**config.mk**
```make
export PLATFORM = sky130hd
export DESIGN_NAME = mips16_mc_ctrl
export DESIGN_NICKNAME = d
export VERILOG_FILES = /design/src/rtl/mips16_ctrl_pkg.sv /design/src/rtl/mips16_ctrl_decode.sv /design/src/rtl/mips16_mc_ctrl.sv
export SDC_FILE = /design/constraint.sdc
export NUM_CORES = 1
export LEC_CHECK = 0
export BUFFER_PORTS_ARGS = -buffer_cell sky130_fd_sc_hd__buf_2
export CAP_MARGIN = 25
export CORE_MARGIN = 4
export CORE_UTILIZATION = 46
export CTS_CLUSTER_DIAMETER = 50
export CTS_CLUSTER_SIZE = 8
export DETAILED_ROUTE_END_ITERATION = 6
export PLACE_DENSITY = 0.86
export SYNTH_ARGS = -nofsm -noshare
export SYNTH_HDL_FRONTEND = slang
export SYNTH_HIERARCHICAL = 1
export SYNTH_SLANG_ARGS = --single-unit
```
**constraint.sdc**
```tcl
create_clock -name clk -period 1.41 [get_ports clk]
set_input_delay 0.282 -clock clk [delete_from_list [all_inputs] [get_ports clk]]
set_output_delay 0.282 -clock clk [all_outputs]
set_load 0.03 [all_outputs]
```
**src/rtl/mips16_ctrl_pkg.sv**
```systemverilog
// rtl/mips16_ctrl_pkg.sv - shared encodings and control-word type for the MIPS16 multicycle controller
package mips16_ctrl_pkg;

  // Controller states; FETCH is the reset state so it is pinned to zero.
  typedef enum logic [3:0] {
    S_FETCH  = 4'd0,
    S_DECODE = 4'd1,
    S_EXEC_R = 4'd2,
    S_EXEC_I = 4'd3,
    S_ADDR   = 4'd4,
    S_MEM_RD = 4'd5,
    S_MEM_WR = 4'd6,
    S_WB_ALU = 4'd7,
    S_WB_MEM = 4'd8,
    S_BRANCH = 4'd9,
    S_JUMP   = 4'd10,
    S_HALT   = 4'd11
  } state_t;

  // Instruction opcodes (IR[15:12]).
  localparam logic [3:0] OP_RTYPE = 4'b0000;
  localparam logic [3:0] OP_ADDI  = 4'b0001;
  localparam logic [3:0] OP_LW    = 4'b0010;
  localparam logic [3:0] OP_SW    = 4'b0011;
  localparam logic [3:0] OP_BEQ   = 4'b0100;
  localparam logic [3:0] OP_J     = 4'b0101;
  localparam logic [3:0] OP_HALT  = 4'b1111;

  // ALU A-input mux.
  localparam logic ALU_A_PC  = 1'b0;
  localparam logic ALU_A_REG = 1'b1;

  // ALU B-input mux.
  localparam logic [1:0] ALU_B_REG  = 2'b00;
  localparam logic [1:0] ALU_B_ONE  = 2'b01;
  localparam logic [1:0] ALU_B_IMM  = 2'b10;
  localparam logic [1:0] ALU_B_BOFF = 2'b11;

  // PC source mux.
  localparam logic [1:0] PC_SRC_ALU    = 2'b00;
  localparam logic [1:0] PC_SRC_ALUOUT = 2'b01;
  localparam logic [1:0] PC_SRC_JUMP   = 2'b10;

  // Register write-back source mux.
  localparam logic WB_SRC_ALUOUT = 1'b0;
  localparam logic WB_SRC_MDR    = 1'b1;

  // ALU operation class.
  localparam logic [1:0] ALU_OP_ADD   = 2'b00;
  localparam logic [1:0] ALU_OP_SUB   = 2'b01;
  localparam logic [1:0] ALU_OP_FUNCT = 2'b10;

  // Full control word produced each cycle by the decoder.
  typedef struct packed {
    logic       mem_req;
    logic       mem_we;
    logic       ir_write;
    logic       pc_write;
    logic       reg_write;
    logic       alu_src_a;
    logic [1:0] alu_src_b;
    logic [1:0] pc_src;
    logic       wb_src;
    logic [1:0] alu_op;
    logic       halted;
  } ctrl_t;

  // Everything deasserted, every select at its zero encoding.
  localparam ctrl_t CTRL_IDLE = '0;

  // True for the seven opcodes the datapath understands.
  function automatic logic op_is_legal(input logic [3:0] op);
    case (op)
      OP_RTYPE, OP_ADDI, OP_LW, OP_SW, OP_BEQ, OP_J, OP_HALT: op_is_legal = 1'b1;
      default:                                                op_is_legal = 1'b0;
    endcase
  endfunction

endpackage

```
**src/rtl/mips16_ctrl_decode.sv**
```systemverilog
// rtl/mips16_ctrl_decode.sv - combinational map from controller state to datapath control outputs
module mips16_ctrl_decode
  import mips16_ctrl_pkg::*;
(
  input  logic [3:0] state,
  input  logic       zero,
  input  logic       mem_ready,
  output logic       mem_req,
  output logic       mem_we,
  output logic       ir_write,
  output logic       pc_write,
  output logic       reg_write,
  output logic       alu_src_a,
  output logic [1:0] alu_src_b,
  output logic [1:0] pc_src,
  output logic       wb_src,
  output logic [1:0] alu_op,
  output logic       halted
);

  ctrl_t c;

  // Per-state control word; anything a state does not mention stays idle/zero.
  always_comb begin
    c = CTRL_IDLE;
    case (state)
      S_FETCH: begin
        // PC+1 is computed every fetch cycle; IR and PC only latch once memory answers.
        c.mem_req   = 1'b1;
        c.alu_src_a = ALU_A_PC;
        c.alu_src_b = ALU_B_ONE;
        c.alu_op    = ALU_OP_ADD;
        c.pc_src    = PC_SRC_ALU;
        c.ir_write  = mem_ready;
        c.pc_write  = mem_ready;
      end
      S_DECODE: begin
        // Speculative branch target into ALUOut while registers are read.
        c.alu_src_a = ALU_A_PC;
        c.alu_src_b = ALU_B_BOFF;
        c.alu_op    = ALU_OP_ADD;
      end
      S_EXEC_R: begin
        c.alu_src_a = ALU_A_REG;
        c.alu_src_b = ALU_B_REG;
        c.alu_op    = ALU_OP_FUNCT;
      end
      S_EXEC_I, S_ADDR: begin
        c.alu_src_a = ALU_A_REG;
        c.alu_src_b = ALU_B_IMM;
        c.alu_op    = ALU_OP_ADD;
      end
      S_MEM_RD: begin
        c.mem_req = 1'b1;
      end
      S_MEM_WR: begin
        c.mem_req = 1'b1;
        c.mem_we  = 1'b1;
      end
      S_WB_ALU: begin
        c.reg_write = 1'b1;
        c.wb_src    = WB_SRC_ALUOUT;
      end
      S_WB_MEM: begin
        c.reg_write = 1'b1;
        c.wb_src    = WB_SRC_MDR;
      end
      S_BRANCH: begin
        // Compare regA-regB; take the ALUOut target only when equal.
        c.alu_src_a = ALU_A_REG;
        c.alu_src_b = ALU_B_REG;
        c.alu_op    = ALU_OP_SUB;
        c.pc_src    = PC_SRC_ALUOUT;
        c.pc_write  = zero;
      end
      S_JUMP: begin
        c.pc_src   = PC_SRC_JUMP;
        c.pc_write = 1'b1;
      end
      S_HALT: begin
        c.halted = 1'b1;
      end
      default: begin
        c = CTRL_IDLE;
      end
    endcase
  end

  assign mem_req   = c.mem_req;
  assign mem_we    = c.mem_we;
  assign ir_write  = c.ir_write;
  assign pc_write  = c.pc_write;
  assign reg_write = c.reg_write;
  assign alu_src_a = c.alu_src_a;
  assign alu_src_b = c.alu_src_b;
  assign pc_src    = c.pc_src;
  assign wb_src    = c.wb_src;
  assign alu_op    = c.alu_op;
  assign halted    = c.halted;

endmodule

```
**src/rtl/mips16_mc_ctrl.sv**
```systemverilog
// rtl/mips16_mc_ctrl.sv - multicycle MIPS16 control unit: state register, sequencing and sticky illegal flag
module mips16_mc_ctrl
  import mips16_ctrl_pkg::*;
(
  input  logic       clk,
  input  logic       rst,
  input  logic [3:0] opcode,
  input  logic       zero,
  input  logic       mem_ready,
  output logic       mem_req,
  output logic       mem_we,
  output logic       ir_write,
  output logic       pc_write,
  output logic       reg_write,
  output logic       alu_src_a,
  output logic [1:0] alu_src_b,
  output logic [1:0] pc_src,
  output logic       wb_src,
  output logic [1:0] alu_op,
  output logic       halted,
  output logic       illegal
);

  state_t     state;
  state_t     state_next;
  logic       illegal_q;
  logic       illegal_set;

  logic       dec_mem_req;
  logic       dec_mem_we;
  logic       dec_ir_write;
  logic       dec_pc_write;
  logic       dec_reg_write;
  logic       dec_alu_src_a;
  logic [1:0] dec_alu_src_b;
  logic [1:0] dec_pc_src;
  logic       dec_wb_src;
  logic [1:0] dec_alu_op;
  logic       dec_halted;

  // State register; reset drops straight back to FETCH, abandoning any access.
  always_ff @(posedge clk or posedge rst) begin
    if (rst) begin
      state <= S_FETCH;
    end else begin
      state <= state_next;
    end
  end

  // Sticky illegal-opcode flag, cleared only by reset.
  always_ff @(posedge clk or posedge rst) begin
    if (rst) begin
      illegal_q <= 1'b0;
    end else if (illegal_set) begin
      illegal_q <= 1'b1;
    end
  end

  // An unknown opcode is only noticed while decoding it.
  always_comb begin
    illegal_set = (state == S_DECODE) && !op_is_legal(opcode);
  end

  // Next-state sequencing; mem_ready only matters in the three memory states.
  always_comb begin
    state_next = state;
    case (state)
      S_FETCH: begin
        if (mem_ready) state_next = S_DECODE;
      end
      S_DECODE: begin
        case (opcode)
          OP_RTYPE:     state_next = S_EXEC_R;
          OP_ADDI:      state_next = S_EXEC_I;
          OP_LW, OP_SW: state_next = S_ADDR;
          OP_BEQ:       state_next = S_BRANCH;
          OP_J:         state_next = S_JUMP;
          OP_HALT:      state_next = S_HALT;
          default:      state_next = S_FETCH;
        endcase
      end
      S_EXEC_R: state_next = S_WB_ALU;
      S_EXEC_I: state_next = S_WB_ALU;
      S_ADDR: begin
        // IR is stable here, so the opcode still selects load vs store.
        state_next = (opcode == OP_SW) ? S_MEM_WR : S_MEM_RD;
      end
      S_MEM_RD: begin
        if (mem_ready) state_next = S_WB_MEM;
      end
      S_MEM_WR: begin
        if (mem_ready) state_next = S_FETCH;
      end
      S_WB_ALU: state_next = S_FETCH;
      S_WB_MEM: state_next = S_FETCH;
      S_BRANCH: state_next = S_FETCH;
      S_JUMP:   state_next = S_FETCH;
      S_HALT:   state_next = S_HALT;
      default:  state_next = S_FETCH;
    endcase
  end

  mips16_ctrl_decode u_decode (
    .state     (state),
    .zero      (zero),
    .mem_ready (mem_ready),
    .mem_req   (dec_mem_req),
    .mem_we    (dec_mem_we),
    .ir_write  (dec_ir_write),
    .pc_write  (dec_pc_write),
    .reg_write (dec_reg_write),
    .alu_src_a (dec_alu_src_a),
    .alu_src_b (dec_alu_src_b),
    .pc_src    (dec_pc_src),
    .wb_src    (dec_wb_src),
    .alu_op    (dec_alu_op),
    .halted    (dec_halted)
  );

  // Output stage: force everything low for as long as reset is held.
  always_comb begin
    if (rst) begin
      mem_req   = 1'b0;
      mem_we    = 1'b0;
      ir_write  = 1'b0;
      pc_write  = 1'b0;
      reg_write = 1'b0;
      alu_src_a = 1'b0;
      alu_src_b = 2'b00;
      pc_src    = 2'b00;
      wb_src    = 1'b0;
      alu_op    = 2'b00;
      halted    = 1'b0;
      illegal   = 1'b0;
    end else begin
      mem_req   = dec_mem_req;
      mem_we    = dec_mem_we;
      ir_write  = dec_ir_write;
      pc_write  = dec_pc_write;
      reg_write = dec_reg_write;
      alu_src_a = dec_alu_src_a;
      alu_src_b = dec_alu_src_b;
      pc_src    = dec_pc_src;
      wb_src    = dec_wb_src;
      alu_op    = dec_alu_op;
      halted    = dec_halted;
      illegal   = illegal_q;
    end
  end

endmodule
```
# [Word-level counts from Yosys, hierarchy flattened]
# Index checks and enable logic that the tools add are counted.
[totals] register_bits=5 latch_bits=0 ram_bits=0 rom_bits=0 output_inout_bits=15 word_cells=63 mem_count=0
[op_classes] addsub=0 mul=0 n_div=0 order_cmp=0 n_eq_ne=20 shifts=0 mux=29 n_bitwise=0 n_reduce_logical=12
[op_table] operator="$pmux W4 S7" n=1
[op_table] operator="$eq A4 B3 Y1 const B" n=6
[op_table] operator="$pmux W4 S6" n=1
[op_table] operator="$eq A4 B4 Y1 const B" n=5
[op_table] operator="$eq A4 B2 Y1 const B" n=4
[op_table] operator="$mux W1" n=16
[op_table] operator="$mux W4" n=3
[op_table] operator="$pmux W3 S4" n=1
[op_table] operator="$reduce_or A2 Y1" n=5
[op_table] operator="$eq A4 B1 Y1 const B" n=2
[op_table] operator="$logic_not A4 Y1" n=2
[op_table] operator="$mux W2" n=4
[op_table] operator="$pmux W2 S2" n=2
[op_table] operator="$reduce_or A7 Y1" n=1
[op_table] operator="$ne A2 B2 Y1 const B" n=3
[op_table] operator="$pmux W1 S3" n=1
[op_table] operator="$reduce_and A3 Y1" n=1
[op_table] operator="$reduce_or A3 Y1" n=1
[op_table] operator="$logic_and A1 B1 Y1" n=1
[op_table] operator="$logic_not A1 Y1" n=1

# [Logic depth before layout (Yosys ltp)]
[logic_depth] depth_word=5 depth_mapped=5

# [By module]
# Netlist, hierarchy kept.
[modules_own_cells] mod="mips16_mc_ctrl" n_inst=1 cells_per_inst=63 area_each_um2=546.8 seq_area_each_um2=125.1
[modules_own_cells] mod="mips16_ctrl_decode" n_inst=1 cells_per_inst=31 area_each_um2=245.2 seq_area_each_um2=0.0

# [Least setup slack after synthesis]
# Ideal clock, no wire load.
[synth_path] path_type="register to output" startpoint="reg state[3]" endpoint="out alu_src_a" arrival_ns=1.450 t_required_ns=1.128 path_slack_ns=-0.322 path_stages_with_launch=6 path_buffers=1 cell_sequence="dfrtp_1 buf_4 nand2b_4 nor3b_4 o21bai_1 nor2b_1"
[synth_between] elab_chain_len=4 word_cells_on_any_way=10
[synth_rtl] element="start: declaration" line_no="mips16_mc_ctrl.sv:24" rtl="state_t state;"
[synth_rtl] element="start signal: assignment" line_no="mips16_mc_ctrl.sv:46" rtl="state <= state_next;"
[synth_rtl] element="$eq A4 B2 Y1 (tied with other cells)" line_no="mips16_ctrl_decode.sv:26" rtl="case (state)"
[synth_rtl] element="$reduce_or A2 Y1, on equally long branches"
[synth_rtl] element="$pmux W3 S4 (*)" line_no="mips16_ctrl_decode.sv:26"
[synth_rtl] element="net dec_alu_src_a" line_no="mips16_mc_ctrl.sv:34" rtl="logic dec_alu_src_a;"
[synth_rtl] element="$mux W1 (*)" line_no="mips16_mc_ctrl.sv:122" rtl="if (rst) begin"
[synth_rtl] element="end: declaration" line_no="mips16_mc_ctrl.sv:15" rtl="output logic alu_src_a,"
# Mark *: on every way through the listed nets, which the timed path passes. The rest lies on a longest branch.

# [Worst setup path in the final report]
[layout_path] startpoint="reg state[1]" endpoint="out alu_src_a"
# Same word-level chain as after synthesis.

==> metrics.md <==
| Metric | Value |
|---|---|
| Die Y | `49.5 µm` |
| Area of the core | `1560 µm²` |
| Most frequent cells in the layout | `19 x buf_6, 15 x buf_4, 8 x nor2b_2, 8 x buf_2` |
| Initial Utilization | `50.8%` |
| Drt first pass iters | `4` |
| Syn_nets | `102` |
| DP Wirelength | `1400 µm` |
| Worst-path fanout max | `6` |
| Global route overflow | `0` |
| CTS Buf Count | `3` |
| Root buffer cell | `clkbuf_4` |
| Worst-path clk slew | `0.04 ns` |
| Fin crit share | `125%` |
| Post-DRT Antenna Nets | `0` |
| Std cell rows | `14` |
| Placed instance area | `1010 µm²` |
| Final slew viol count | `0` |
| Crit. End Element | `output port` |
| Area share of xor/xnor cells in the synthesized design | `1.11%` |
| Pre-CTS WS | `-0.224 ns` |
| Synthesis-stage register bit count | `5` |
| Count of final setup violators | `15` |
| Post-synthesis mux area share | `3.79%` |
| Compound-cell area share of the yosys netlist | `19.3%` |
| Hold Violations, Final | `0` |
| Leakage | `0.513 nW` |
| Design area | `1210 µm²` |
| Mapped Cells | `94` |
| Area grow syn2layout | `52.6%` |
| Routability cong. | `0.890` |
| Largest family of logic cells by synthesized area | `simple AND/OR/NAND/NOR gates` |
| Share of layout cells above drive strength 1 | `59.7%` |
| RSZ-0062 raised after global routing | `yes` |
| Top_reg_cell synth | `dfrtp_1` |
| EDFF count, synth | `0` |
| Unique cell type count in the Yosys netlist | `40` |
| Min-delay worst type | `primary input to async pin` |
| Critical Path Start Type | `flop` |
| Die area | `2450 µm²` |
| WL/cell | `15.7 µm` |
| Fmax | `569 MHz` |
| Hold slack | `0.197 ns` |
| CP startpoint | `state[1]$_DFFE_PP0P_` |
| Min Clock Period, post-route | `1.76 ns` |
| Initial DRC Count | `15` |
| Clk Latency, worst-skew pair | `0.24 ns` |
| Slew headroom | `63.6%` |
| Initial antenna violation count | `0` |
| Number of global-route vias before repair | `863` |
| Top cells by area, synth | `dfrtp_1 16%, nor2b_1 13%, buf_6 7.1%` |
| Filler Cell Count | `109` |
| Synth Area per Inst | `8.43 µm²` |
| H-tree levels | `1` |
| Reg2reg start | `state[1]$_DFFE_PP0P_` |
| Vias/cell | `5.92` |
| Post-Synth Adder-Cell Area | `0%` |
| Nets | `138` |
| Hold_buf cts | `0` |
| Chip width | `49.5 µm` |
| Post-Synth Simple-Gate Area | `46.9%` |
| Final WS setup | `-0.347 ns` |
| Final WL | `2280 µm` |
| Post-synth top area cell | `dfrtp_1` |
| Commonest non-fill, non-tap cell in the layout | `buf_6` |
| Async SR Flop Fraction | `100%` |
| Vias | `858` |
| Number of inserted diodes | `0` |
| Worst path required time | `1.13 ns` |
| CTS Sinks | `5` |
| Max Cap Viol | `0` |
| Yosys warns | `6` |
| Worst Skew | `0.00121 ns` |
| GR Util All Layers | `19.7%` |
| Worst Tran Pin Value | `0.546 ns` |
| Seq/Total Area, Yosys | `15.8%` |
| Total negative slack | `-4.28 ns` |
| Synthesized area | `792 µm²` |
| Outcome | `finished, violations left` |
| VDD IR max | `1.34 mV` |
| Io pins | `23` |
| IO buf count | `22` |
| Worst EP arrival | `1.48 ns` |
| Largest net degree at the start of global routing | `17` |
| Top-area cell type share of the netlist area | `15.8%` |
| Failing checks | `setup timing` |
| CTS tree | `yes` |
| Post-route DRC violation count | `0` |
| PwrDens | `1990 nW/µm²` |
| Critical path class | `flop to output port` |
| CTS Buffer Depth | `2` |
| First-pass GRT wire length | `3920 µm` |
per-layer routing:
metal	vias up	track usage, %	share of wire, %	wire, µm
li1	405	-	-	-
met2	31	36.8	54	1240
met3	2	3.61	4.4	101
met1	420	23.5	40	914
met5	-	0	0	0
met4	0	3.23	1.2	28
final cells by class:
class	instances	area, µm²	area share (%)
multi-input combinational	75	654	54.1
timing repair buffer	42	367	30.3
tap	16	20.0	1.66
clock buffer	4	26.3	2.17
sequential	5	130	10.8
inverter	3	11.3	0.932
flip-flops by register name, summed over array words and instances (netlist names):
| register | count |
|---|---|
| state | 4 |
| illegal_q | 1 |
stage by stage:
| stage | cells | power, W | utilization [%] |
|---|---|---|---|
| detailed placement | 136 | 0.00185 | 64.6 |
| finish | 145 | 0.00241 | 77.5 |
| global route | 145 | 0.00258 | 77.5 |
| CTS | 145 | 0.00232 | 75.9 |
| global placement | 136 | 0.00181 | 64.6 |
| floorplan | 94 | 0.00155 | - |
worst max-delay path, cell delays in order (launching register included):
cell      delay, ns
dfrtp_2        0.45
buf_6          0.16
nor3b_4        0.20
o21bai_1       0.13
nor2b_4        0.15
buf_6          0.14
cells in the mapped netlist, drive strengths merged, types with 2 or more instances:
master / n
dfrtp: 5
o21ai: 2
nor3: 6
clkbuf: 2
nor4b: 4
mux2i: 3
nand3b: 2
inv: 3
a21oi: 3
o21bai: 3
nor2: 8
buf: 9
nand2b: 3
nor2b: 17
nand2: 4
nor3b: 3
final timing paths:
check,to,slack (ns),cells past startpoint
setup / recovery,alu_src_a,-0.35,5
hold / removal,illegal_q$_DFFE_PP0P_,0.20,2
setup reg to reg,state[0]$_DFFE_PP0P_,-0.16,5
hold reg to reg,illegal_q$_DFFE_PP0P_,0.46,1
max in group asynchronous,state[0]$_DFFE_PP0P_,1.02,2
min in group clk,illegal_q$_DFFE_PP0P_,0.46,1
power by group:
group	switching, W	internal, W	total [W]
clock network	0.0000613	0.000107	0.000168
registers	0.000119	0.000213	0.000332
logic	0.000899	0.00101	0.00191
cell families (layout without fill, tap and decap cells):
kind of cell | Yosys count | count (layout)
flops | 5 | 5
compound gates | 20 | 20
mux | 3 | 3
xor+xnor | 1 | 1
buf+inv | 14 | 49
simple gates | 51 | 51
timing repair:
action / 4_1_cts / 5_1_grt
endpoints found under the setup margin: 16 / 18
gates cloned: 0 / 0
resized for setup: 36 / 6
buffers inserted: 5 / 0
pin swaps: 4 / 2
Note: power is estimated with default switching activity, not from simulation.
